$ cat src/rtl/gray_seq_pkg.sv
// Shared types and helpers for the Gray-coded sequence receiver.
package gray_seq_pkg;

  typedef enum logic [1:0] {
    HUNT   = 2'd0,
    SYNC   = 2'd1,
    LOCKED = 2'd2
  } gseq_state_t;

  localparam int unsigned GRAY_MAX_W = 32;

  // Fixed-width Gray-to-binary decode; narrower values are zero-extended by the caller.
  function automatic logic [GRAY_MAX_W-1:0] gray2bin(input logic [GRAY_MAX_W-1:0] g);
    logic [GRAY_MAX_W-1:0] b;
    b = '0;
    b[GRAY_MAX_W-1] = g[GRAY_MAX_W-1];
    for (int unsigned k = 1; k < GRAY_MAX_W; k++) begin
      b[GRAY_MAX_W-1-k] = b[GRAY_MAX_W-k] ^ g[GRAY_MAX_W-1-k];
    end
    return b;
  endfunction

endpackage

$ cat src/rtl/gray_seq_decoder_g2b.sv
// Combinational Gray-to-binary decoder, MSB-first XOR chain.
module gray_to_bin #(
  parameter int unsigned WIDTH = 3
) (
  input  logic [WIDTH-1:0] gray_i,
  output logic [WIDTH-1:0] bin_o
);

  // Each binary bit is the XOR of all Gray bits at or above it.
  always_comb begin
    bin_o = '0;
    bin_o[WIDTH-1] = gray_i[WIDTH-1];
    for (int unsigned k = 1; k < WIDTH; k++) begin
      bin_o[WIDTH-1-k] = bin_o[WIDTH-k] ^ gray_i[WIDTH-1-k];
    end
  end

endmodule

$ cat src/rtl/gray_seq_decoder.sv
// Receive side of the modulo-N sequence link: decodes Gray samples, tracks
// +1 mod N progression, locks after LOCK_COUNT good steps, flags breaks.
module gray_seq_decoder
  import gray_seq_pkg::*;
#(
  parameter int unsigned WIDTH      = 3,
  parameter int unsigned MODULUS    = 5,
  parameter int unsigned LOCK_COUNT = 3,
  parameter int unsigned ERRW       = 8
) (
  input  logic             clk,
  input  logic             reset,
  input  logic             in_valid,
  input  logic [WIDTH-1:0] gray_in,
  output logic             out_valid,
  output logic [WIDTH-1:0] bin_out,
  output logic             locked,
  output logic             seq_err,
  output logic [ERRW-1:0]  err_count
);

  localparam int unsigned     CW     = $clog2(LOCK_COUNT + 1);
  localparam logic [WIDTH:0]  MOD_W  = (WIDTH+1)'(MODULUS);
  localparam logic [WIDTH:0]  LAST_W = (WIDTH+1)'(MODULUS - 1);
  localparam logic [CW-1:0]   LOCK_W = CW'(LOCK_COUNT);
  localparam logic [CW-1:0]   ONE_W  = CW'(1);

  gseq_state_t      state_q, state_d;
  logic [CW-1:0]    cnt_q, cnt_d;
  logic [WIDTH-1:0] exp_q, exp_d;
  logic [ERRW-1:0]  err_q, err_d;
  logic             seq_err_d;

  logic [WIDTH-1:0] dec;
  logic             in_range;
  logic             good;
  logic [WIDTH-1:0] next_exp;
  logic [CW-1:0]    cnt_inc;

  gray_to_bin #(.WIDTH(WIDTH)) u_g2b (
    .gray_i (gray_in),
    .bin_o  (dec)
  );

  // Sample classification; MODULUS = 2**WIDTH wraps via natural WIDTH-bit overflow.
  always_comb begin
    in_range = {1'b0, dec} < MOD_W;
    good     = in_range && (dec == exp_q);
    next_exp = ({1'b0, dec} == LAST_W) ? '0 : dec + WIDTH'(1);
    cnt_inc  = cnt_q + ONE_W;
  end

  // Next-state: sequence tracking FSM, expected value and saturating error count.
  always_comb begin
    state_d   = state_q;
    cnt_d     = cnt_q;
    exp_d     = exp_q;
    err_d     = err_q;
    seq_err_d = 1'b0;
    if (in_valid) begin
      if (in_range) exp_d = next_exp;
      unique case (state_q)
        HUNT: begin
          if (in_range) begin
            state_d = SYNC;
            cnt_d   = ONE_W;
          end
        end
        SYNC: begin
          if (good) begin
            cnt_d = cnt_inc;
            if (cnt_inc == LOCK_W) state_d = LOCKED;
          end else if (in_range) begin
            cnt_d = ONE_W;
          end else begin
            state_d = HUNT;
            cnt_d   = '0;
          end
        end
        LOCKED: begin
          if (!good) begin
            seq_err_d = 1'b1;
            if (err_q != '1) err_d = err_q + ERRW'(1);
            if (in_range) begin
              state_d = SYNC;
              cnt_d   = ONE_W;
            end else begin
              state_d = HUNT;
              cnt_d   = '0;
            end
          end
        end
        default: begin
          state_d = HUNT;
          cnt_d   = '0;
        end
      endcase
    end
  end

  // State and registered outputs; async active-low reset.
  always_ff @(posedge clk or negedge reset) begin
    if (!reset) begin
      state_q   <= HUNT;
      cnt_q     <= '0;
      exp_q     <= '0;
      err_q     <= '0;
      out_valid <= 1'b0;
      bin_out   <= '0;
      locked    <= 1'b0;
      seq_err   <= 1'b0;
    end else begin
      state_q   <= state_d;
      cnt_q     <= cnt_d;
      exp_q     <= exp_d;
      err_q     <= err_d;
      out_valid <= in_valid;
      if (in_valid) bin_out <= dec;
      locked    <= (state_d == LOCKED);
      seq_err   <= seq_err_d;
    end
  end

  assign err_count = err_q;

endmodule

$ cat config.mk
export PLATFORM = sky130hd
export DESIGN_NAME = gray_seq_decoder
export DESIGN_NICKNAME = d
export VERILOG_FILES = /design/src/rtl/gray_seq_pkg.sv /design/src/rtl/gray_seq_decoder_g2b.sv /design/src/rtl/gray_seq_decoder.sv
export SDC_FILE = /design/constraint.sdc
export NUM_CORES = 1
export LEC_CHECK = 0
export CAP_MARGIN = 20
export CORE_MARGIN = 3
export CORE_UTILIZATION = 25
export CTS_BUF_LIST = sky130_fd_sc_hd__clkbuf_8
export CTS_CLUSTER_SIZE = 10
export DETAILED_ROUTE_END_ITERATION = 16
export DONT_BUFFER_PORTS = 1
export GPL_TIMING_DRIVEN = 1
export PLACE_DENSITY = 0.4
export SYNTH_ARGS = -nofsm -noshare
export SYNTH_HDL_FRONTEND = slang
export SYNTH_SLANG_ARGS = --single-unit
$ cat constraint.sdc
create_clock -name clk -period 2.3 [get_ports clk]
set_clock_uncertainty 0.2 [all_clocks]
set_input_delay 0.46 -clock clk [delete_from_list [all_inputs] [get_ports clk]]
set_output_delay 0.46 -clock clk [all_outputs]
set_load 0.01 [all_outputs]
## Word-level counts from Yosys, hierarchy flattened

Index checks and enable logic that the tools add are counted.

- Bitwise operators: 3
- Reduce and logical (&&, ||, !) cells: 5
- Magnitude comparators: 1
- Multiplexer cells: 16
- Equal/unequal tests: 9
- Add/subtract/negate cells: 3

Operators by type and width:

| cell | number |
|---|---|
| 2-bit 2-to-1 mux | 9 |
| 2-bit one-hot mux with 3 select lines | 2 |
| 8-bit by 1-bit adder with 8-bit output, second input constant | 1 |
| 8-bit inequality test, second input constant | 1 |
| 2-bit equality test, second input constant | 3 |
| 1-bit 2-to-1 mux | 4 |
| 2-bit inequality test, second input constant | 2 |
| 4-bit AND reduction | 1 |
| 3-bit by 1-bit adder with 3-bit output, second input constant | 1 |
| 3-bit equality test | 1 |
| 3-bit equality test, second input constant | 1 |
| 3-bit less-than comparator, second input constant | 1 |
| 3-bit 2-to-1 mux | 1 |
| 3-bit AND reduction | 1 |
| 2-bit by 1-bit adder with 2-bit output, second input constant | 1 |
| 2-bit by 1-bit equality test with 1-bit output, second input constant | 1 |
| 2-bit zero test | 1 |
| 2-bit AND reduction | 1 |
| 1-bit XOR | 2 |
| 1-bit logical AND | 1 |
| 1-bit inverter | 1 |

- Output and inout bits: 14
- Input bits: 6
- Word-level logic and storage cells: 45
- Register bits after elaboration: 21

## Logic depth before layout (Yosys ltp)

Gate-level depths: netlist (run 1).

- Depth in word-level cells: 8
- Gate-level depth with buffers: 9
- Depth with buffers taken out: 7

## By module

From an unflattened synthesis (run 1), not the netlist that was laid out.

- Cell total of the unflattened synthesis: 114
- Area total of the unflattened synthesis: 1188.6 µm²

By module, submodules not included:

| module | times used | cells each | sequential area each (µm²) | area each (µm²) |
|---|---|---|---|---|
| gray_seq_decoder | 1 | 111 | 525.5 | 1148.6 |
| gray_to_bin | 1 | 3 | 0.0 | 40.0 |

## Least setup slack after synthesis (run 1)

OpenSTA, ideal clock, no wires.

- Path type: input to register
- Start point: in gray_in[1]
- End point: reg err_q[1], in the netlist err_count[1]
- Path slack: -209 ps
- Setup time: 125 ps
- Path buffers: 2
- Arrival: 2184 ps
- Stages: 9
- Data required time: 1975 ps
- Cells stage by stage: inv_1 ha_1 ha_1 buf_6 xnor2_2 and4_1 buf_6 a211oi_4 mux2_4

- Longest elaborated chain between the ends: 6
- Elaborated cells on any way between the ends: 7
- Classes of those cells: 1 x order compare; 1 x eq/ne; 3 x bitwise; 2 x reduce/logical

RTL lines:

| item | RTL line | text |
|---|---|---|
| start, declared | gray_seq_decoder.sv:14 | `input logic [WIDTH-1:0] gray_in,` |
| 1-bit XOR (*) (2 in series) | gray_seq_decoder_g2b.sv:14 | `bin_o[WIDTH-1-k] = bin_o[WIDTH-k] ^ gray_i[WIDTH-1-k];` |
| named net dec[0] | gray_seq_decoder.sv:34 | `logic [WIDTH-1:0] dec;` |
| 3-bit less-than comparator or 3-bit equality test (tied branches) | gray_seq_decoder.sv:47, gray_seq_decoder.sv:48 |  |
| 1-bit logical AND (*) | gray_seq_decoder.sv:48 | `good = in_range && (dec == exp_q);` |
| 1-bit inverter (no source line) (*) | -- |  |
| 4-bit AND reduction (no source line) (*) | -- |  |
| end signal, assigned | gray_seq_decoder.sv:116 | `err_q <= err_d;` |
| end, declared | gray_seq_decoder.sv:31 | `logic [ERRW-1:0] err_q, err_d;` |

The timed path passes the listed nets; every way through them passes the cells marked *.
A chain may end at the register's enable or synchronous reset.

## Worst setup path in the final report (run 1)

Ends and elaborated chain as after synthesis.

==> impl_metrics.json, run 1 <==
{
  "drtAntennaViolNets": 0,
  "seq_area_frac_synth": 0.441,
  "die_x_um": 75.1,
  "dieArea_um2": 5630,
  "fin_nets": 131,
  "drt_first_pass_iters": 4,
  "cp_cell_sequence": "inv_12 -> ha_4 -> ha_4 -> xnor2_2 -> and4_1 -> a211oi_4 -> mux2_4",
  "finalCritPeriodShare": 0.844,
  "via_per_inst": 4.95,
  "ys_types": 37,
  "finalCriticalPeriod_ns": 1.94,
  "ys_warn_count": 0,
  "clk_latency_ns": 0.26,
  "synth_edf_count": 0,
  "worst_slack_ns": 0.360,
  "hold_viol": 0,
  "wl_mm": 2.39,
  "port_buffers": 0,
  "cts_buffer_depth": 2,
  "stdcell_area_um2": 1360,
  "place_ws_ns": 0.0818,
  "power_leakage_nw": 0.626,
  "start_util": 0.266,
  "gp_congestion": 0.752,
  "ios": 20,
  "worst_setup_path_start_kind": "input port",
  "met2_usage": 0.141,
  "ys_top_cells_by_area": "dfrtp_1 44%, ha_1 5.2%, nand2_1 4.1%",
  "wl_per_cell_um": 14.0,
  "core.rowCount": 24,
  "placed_cell_area_um2": 1290,
  "grt_max_degree": 22,
  "end_kind": "register",
  "area_delta_synth_final_pct": 13.9,
  "cp_max_fo": 6,
  "clock-sinks": 21,
  "antenna_found_initial": 0,
  "path_class": "input port to register",
  "grt_pass1_wl_mm": 4.05,
  "met3_usage": 0.0320,
  "synthArstFlopShare": 1.00,
  "synth.most_common_cell": "dfrtp_1",
  "core-area_um2": 4470,
  "fp.dieH_um": 75.1,
  "grt_setup_unrepaired": "no",
  "cts_hold_buf": 1,
  "synth_top_area_frac": 0.441,
  "overflow": 0,
  "cts-root-buf": "clkbuf_8",
  "final_layout_size_suffix_gt1_frac": 0.202,
  "cp_common_cell": "ha_4",
  "syn-cell-area_um2": 1190,
  "slowest_stage": "mux2_4",
  "power.density_nw_per_um2": 626,
  "first_global_vias": 847,
  "drtIter0Drc": 84,
  "num_vias": 846,
  "hold_path.class": "input port to register",
  "yosysTopAreaCell": "dfrtp_1",
  "critical_path_arrival_ns": 1.89,
  "ir_drop_mv": 0.292,
  "outcome": "complete, no violations",
  "cts_resized": 0,
  "cts_buffers": 3,
  "tightest_slew_ns": 0.439,
  "total_power_mw": 0.849,
  "crit_required_ns": 2.25,
  "synthCells": 114,
  "synth-seq-cells": 21,
  "worst-path-buf-inv": 1,
  "grt_use_met1": 0.130,
  "cpLargestDelayFamily": "adder cells",
  "avgSynthCellArea_um2": 10.5,
  "slew_violations": 0,
  "busiest_layer": "met2",
  "synth_nets": 125,
  "synthTopCellsByCount": "21 x dfrtp_1, 13 x nand2_1, 6 x o21ai_0",
  "clk_pin_slew_ns": 0.08,
  "setup-violations-final": 0,
  "cts_tree": "done",
  "drc": 0,
  "cts_setup_buffers": 0,
  "ys.flop_type": "dfrtp_1",
  "relSlewSlack": 0.706,
  "diodes": 0,
  "gr-usage-all-layers": 0.0959,
  "fmax_ghz": 0.515,
  "maxCapViolations": 0,
  "cts-htree-levels": 1,
  "dp_hpwl_mm": 1.81,
  "max_stage_delay_ns": 0.32,
  "final_util": 0.303
}
==> state kept, by name (all words and copies together) (netlist names) <==
register,flops
state_q,2
seq_err,1
cnt_q,2
locked,1
err_count,8
out_valid,1
exp_q,3
bin_out,3
==> worst reg2reg max path, stage by stage, from the launching register on <==
cell and delay [ns]:
dfrtp_1 0.45, ha_1 0.24, nand2_1 0.08, nor2_1 0.07, a211oi_4 0.28, mux2_4 0.32
==> cells by family after synthesis <==
group	synth area share
compound gates	0.144
flops	0.441
fa+ha+maj	0.0525
mux	0.0493
xor+xnor	0.0724
simple gates	0.187
buf+inv	0.0546
==> through the flow <==
| step | TNS (ns) | instances | hold WS, ns |
|---|---|---|---|
| final | 0 | 171 | 0.0245 |
| after global placement | 0 | 165 | -0.0346 |
| after detailed placement | 0 | 165 | -0.0348 |
| after global routing | 0 | 171 | 0.00110 |
| after floorplan | -0.0716 | 114 | -0.0356 |
| after CTS | 0 | 170 | 0.0134 |
==> area by class of cell <==
type,count,area (um2)
inverter,5,31.3
timing repair buffer,7,62.6
clock buffer,3,41.3
multi-input combinational,82,627
clock inverter,1,5.00
fill,459,3120
sequential,21,526
tap,52,65.1
==> report_power, final <==
part / total, mW / leakage [nW] / switching, mW / internal (mW)
sequential: 0.433 / 0.272 / 0.0326 / 0.401
combinational: 0.172 / 0.328 / 0.0885 / 0.0839
clock: 0.244 / 0.0255 / 0.123 / 0.121
==> path summary, 6_finish.rpt <==
kind                               from           end  slack, ns  depth (start not counted)
max                          gray_in[1]  err_count[1]       0.36                          7
min                            in_valid     out_valid       0.02                          0
max reg2reg                err_count[0]  err_count[1]       0.54                          5
min reg2reg                    exp_q[2]      exp_q[2]       0.31                          2
max in group asynchronous         reset    bin_out[2]       1.08                          2
min in group asynchronous         reset        locked       0.37                          1
==> layer usage <==
metal / vias up / wire length [um]
li1: 417 / -
met1: 408 / 1140
met2: 19 / 1090
met3: 2 / 140
met4: 0 / 23
met5: - / 0
==> cells in the final DEF, fill, tap and decap left out, types with 4 or more instances in the layout <==
| master | instances |
|---|---|
| nand4_1 | 4 |
| inv_1 | 4 |
| nor2_1 | 5 |
| xor2_1 | 5 |
| nand2_1 | 13 |
| and3_1 | 4 |
| dfrtp_1 | 21 |
| o21ai_0 | 6 |
| buf_4 | 5 |
(Power assumes the default switching activity.)
==> run 2: changes to the inputs <==
--- a/config.mk
+++ b/config.mk
@@ -13,7 +13,7 @@
 export DETAILED_ROUTE_END_ITERATION = 16
 export DONT_BUFFER_PORTS = 1
 export GPL_TIMING_DRIVEN = 1
-export PLACE_DENSITY = 0.4
+export PLACE_DENSITY = 0.42
 export SYNTH_ARGS = -nofsm -noshare
 export SYNTH_HDL_FRONTEND = slang
 export SYNTH_SLANG_ARGS = --single-unit
==> constraint.sdc (replaced) <==
create_clock -name clk -period 1.6 [get_ports clk]
set_clock_uncertainty 0.2 [all_clocks]
set_input_delay 0.32 -clock clk [delete_from_list [all_inputs] [get_ports clk]]
set_output_delay 0.32 -clock clk [all_outputs]
set_load 0.01 [all_outputs]
==> impl_metrics.json, run 2 (synthesized netlist as in run 1, its figures left out) <==
{
  "end_kind": "register",
  "finalCritPeriodShare": 1.05,
  "grt_setup_unrepaired": "yes",
  "tightest_slew_ns": 0.572,
  "wl_mm": 2.83,
  "gr-usage-all-layers": 0.110,
  "dp_hpwl_mm": 2.07,
  "overflow": 0,
  "port_buffers": 0,
  "cts_buffer_depth": 2,
  "layout.cells.non_filler": 192,
  "via_per_inst": 4.80,
  "clk_latency_ns": 0.26,
  "cts_tree": "done",
  "fp.dieH_um": 75.1,
  "placed_cell_area_um2": 1420,
  "gp_congestion": 0.731,
  "ir_drop_mv": 0.529,
  "start_util": 0.266,
  "cts-root-buf": "clkbuf_8",
  "core.rowCount": 24,
  "ios": 20,
  "cts_buffers": 3,
  "grt_max_degree": 22,
  "setup-violations-final": 10,
  "total_power_mw": 1.30,
  "path_class": "input port to register",
  "drc": 0,
  "wl_per_cell_um": 14.7,
  "hold_path.class": "input port to register",
  "clk_pin_slew_ns": 0.08,
  "final_common_cell": "buf_4",
  "drt_first_pass_iters": 4,
  "slew_violations": 0,
  "outcome": "complete, but fails checks",
  "relSlewSlack": 0.618,
  "violations": "setup timing",
  "fin_nets": 152,
  "finalCriticalPeriod_ns": 1.69,
  "fmax_ghz": 0.593,
  "power_leakage_nw": 0.747,
  "layout_common_cells": "23 x buf_4, 21 x dfrtp_1, 12 x nand2_1, 5 x nor2_1",
  "cts-htree-levels": 1,
  "grt_pass1_wl_mm": 4.63,
  "power.density_nw_per_um2": 815,
  "stdcell_area_um2": 1590,
  "cp_max_fo": 3,
  "clock-sinks": 21,
  "hold_ws_ns": 0.0181,
  "final_layout_size_suffix_gt1_frac": 0.386,
  "antenna_found_initial": 0,
  "drtIter0Drc": 68,
  "worst_slack_ns": -0.0873,
  "diodes": 0,
  "crit_required_ns": 1.55,
  "hold_viol": 0,
  "drtAntennaViolNets": 0,
  "maxCapViolations": 0,
  "core-area_um2": 4470,
  "largest_register_ffs": 8,
  "worst_setup_path_start_kind": "input port",
  "dp_cells": 182,
  "first_global_vias": 920,
  "critical_path_arrival_ns": 1.64,
  "die_x_um": 75.1,
  "num_vias": 922,
  "dieArea_um2": 5630,
  "area_delta_synth_final_pct": 33.6
}
[run 2: changes by cell type in the layout (fill, tap and decap cells not counted), moves of 2 or more]
| cell | before | now |
|---|---|---|
| dlygate4sd3_1 | 1 | 3 |
| buf_4 | 5 | 23 |
| o21ai_1 | 0 | 3 |
| nor3_1 | 3 | 1 |
| o21ai_0 | 6 | 2 |
[run 2: repair_timing]
| action | in CTS | in global routing |
|---|---|---|
| pin swaps | 6 | 2 |
| setup endpoints to repair | 11 | 13 |
| hold buffers | 2 | 1 |
| setup buffers | 1 | 1 |
| endpoints found under the hold margin | 24 | 1 |
| gates resized for setup | 11 | 4 |
[run 2: routing by layer]
layer	global-route usage	vias up	share of wire
li1	-	458	-
met1	0.146	446	0.51
met2	0.170	16	0.43
met3	0.0454	2	0.050
met4	0.0217	0	0.0049
met5	0	-	0
[run 2: power breakdown]
group	switching, mW	internal [mW]
logic	0.157	0.162
clock network	0.180	0.174
registers	0.0482	0.576
[run 2: layout make-up]
cell class	instances	area, um2
tap	52	65.1
inverter	5	31.3
sequential	21	526
clock inverter	1	5.00
fill	446	2880
clock buffer	3	41.3
multi-input combinational	82	696
timing repair buffer	28	229
[run 2: metrics by stage]
stage / setup TNS (ns) / utilization / setup slack (ns)
floorplan: -4.84 / - / -0.631
global placement: -4.89 / 0.317 / -0.441
detailed placement: -5.30 / 0.317 / -0.466
CTS: -0.550 / 0.343 / -0.0833
global route: -1.15 / 0.356 / -0.138
finish: -0.410 / 0.356 / -0.0873
[run 2: path summary, 6_finish.rpt]
path	startpoint	to	slack (ns)	depth (start not counted)
worst max register to register	err_count[0]	err_count[1]	-0.03	5
worst max-delay path	gray_in[1]	err_count[1]	-0.09	7
worst min-delay path	in_valid	bin_out[0]	0.02	1
worst min register to register	exp_q[0]	exp_q[0]	0.35	1
max in group asynchronous	reset	err_count[7]	0.44	2
min in group asynchronous	reset	cnt_q[0]	0.29	1
[run 2: critical path, cell delays in order]
cell and delay, ns:
inv_12 0.01, ha_4 0.26, ha_4 0.21, xnor2_2 0.14, and4_4 0.16, a211oi_4 0.20
mux2_4 0.32
==> run 3: changes to the inputs <==
--- a/config.mk
+++ b/config.mk
@@ -7,13 +7,13 @@
 export LEC_CHECK = 0
 export CAP_MARGIN = 20
 export CORE_MARGIN = 3
-export CORE_UTILIZATION = 25
+export CORE_UTILIZATION = 58
 export CTS_BUF_LIST = sky130_fd_sc_hd__clkbuf_8
 export CTS_CLUSTER_SIZE = 10
 export DETAILED_ROUTE_END_ITERATION = 16
 export DONT_BUFFER_PORTS = 1
 export GPL_TIMING_DRIVEN = 1
-export PLACE_DENSITY = 0.42
+export PLACE_DENSITY = 0.78
 export SYNTH_ARGS = -nofsm -noshare
 export SYNTH_HDL_FRONTEND = slang
 export SYNTH_SLANG_ARGS = --single-unit
==> impl_metrics.json, run 3 (synthesized netlist as in run 1, its figures left out) <==
{
  "diodes": 0,
  "relSlewSlack": 0.363,
  "critical_path_arrival_ns": 1.67,
  "via_per_inst": 5.91,
  "drt_first_pass_iters": 4,
  "finalCriticalPeriod_ns": 1.73,
  "area_delta_synth_final_pct": 26.5,
  "tns_ns": -0.873,
  "drtIter0Drc": 22,
  "outcome": "complete, but fails checks",
  "antenna_found_initial": 0,
  "dieArea_um2": 2640,
  "largest_register_ffs": 8,
  "core-area_um2": 1840,
  "worst_setup_path_start_kind": "input port",
  "setup-violations-final": 11,
  "ios": 20,
  "crit_cells": 8,
  "cts-htree-levels": 1,
  "hold_ws_ns": 0.00762,
  "r2r_cells": 5,
  "slowest_stage": "mux2_4",
  "cts_buffer_depth": 2,
  "reg2reg_slack_ns": -0.12,
  "finalCritPeriodShare": 1.08,
  "clk_pin_slew_ns": 0.08,
  "overflow": 0,
  "placed_cell_area_um2": 1350,
  "path_class": "input port to register",
  "gp_congestion": 0.795,
  "cts_tree": "done",
  "power.density_nw_per_um2": 862,
  "maxCapViolations": 0,
  "die_x_um": 51.3,
  "clock-sinks": 21,
  "crit_start": "gray_in[1]",
  "final_util": 0.820,
  "tightest_slew_ns": 0.952,
  "port_buffers": 0,
  "grt_max_degree": 22,
  "drtAntennaViolNets": 0,
  "stdcell_area_um2": 1510,
  "grt_setup_unrepaired": "yes",
  "clk_latency_ns": 0.26,
  "worst_slack_ns": -0.128,
  "rr_startpoint": "err_count[0]",
  "min-delay-start": "gray_in[2]",
  "drc": 0,
  "start_util": 0.648,
  "r2r_end": "err_count[1]",
  "fin_nets": 146,
  "layout_common_cells": "21 x dfrtp_1, 18 x buf_4, 12 x nand2_1, 5 x nor2_1",
  "core.rowCount": 15,
  "end_kind": "register",
  "ir_drop_mv": 0.794,
  "final_common_cell": "dfrtp_1",
  "dp_hpwl_mm": 1.80,
  "wl_per_cell_um": 17.0,
  "cts-root-buf": "clkbuf_8",
  "cp_max_fo": 5,
  "power_leakage_nw": 0.713,
  "max_stage_delay_ns": 0.30,
  "violations": "setup timing",
  "fmax_ghz": 0.579,
  "cpLargestDelayFamily": "adder cells",
  "num_vias": 940,
  "slew_violations": 0,
  "worst-path-buf-inv": 2,
  "first_global_vias": 967,
  "wl_mm": 2.71,
  "fp.dieH_um": 51.3,
  "grt_pass1_wl_mm": 4.30,
  "final_layout_size_suffix_gt1_frac": 0.358,
  "hold_viol": 0,
  "crit_required_ns": 1.54,
  "cp-endpoint": "err_count[6]",
  "gr-usage-all-layers": 0.216,
  "cts_buffers": 3,
  "cp_cell_sequence": "inv_12 -> ha_4 -> ha_4 -> a21oi_4 -> buf_6 -> nand4_1 -> nand4_1 -> mux2_4",
  "hold_path.class": "input port to register",
  "num-fill-cells": 106
}
[run 3: layer usage]
| layer | track usage | part of all wire | up-vias |
|---|---|---|---|
| met3 | 0.0408 | 0.058 | 4 |
| li1 | - | - | 442 |
| met2 | 0.376 | 0.52 | 36 |
| met5 | 0 | 0 | - |
| met1 | 0.275 | 0.41 | 458 |
| met4 | 0.0568 | 0.013 | 0 |
[run 3: cell type report]
type,instances,area [um2],area share
Clock buffer,3,41.3,0.0274
Clock inverter,1,5.00,0.00332
Inverter,5,31.3,0.0207
Multi-Input combinational cell,82,697,0.462
Sequential cell,21,526,0.348
Tap cell,25,31.3,0.0207
Timing Repair Buffer,22,178,0.118
[run 3: worst min path at each step]
stage	to	slack [ns]	cells after the start
after floorplan	bin_out[0]	-0.18	0
after global placement	cnt_q[0]	-0.18	0
after detailed placement	cnt_q[0]	-0.18	0
after CTS	bin_out[2]	0.01	1
after global routing	bin_out[2]	0.02	1
final	bin_out[2]	0.008	1
[run 3: what timing repair did]
action / CTS / global route
pin swaps: 6 / 5
endpoints found under the hold margin: 24 / 0
endpoints found under the setup margin: 11 / 15
resized for setup: 11 / 5
setup buffers: 2 / 1
hold buffers: 2 / 0
[run 3: power by group]
part	internal [mW]	switching, mW	total, mW
logic	0.166	0.165	0.330
clock network	0.173	0.173	0.346
registers	0.576	0.0481	0.624
total	0.915	0.386	1.30
[run 3: per-stage QoR]
stage | cells | setup WS, ns | power (mW)
finish | 159 | -0.128 | 1.30
global route | 159 | -0.177 | 1.36
CTS | 158 | -0.106 | 1.26
detailed placement | 150 | -0.492 | 0.884
global placement | 150 | -0.443 | 0.874
floorplan | 114 | -0.631 | 0.832
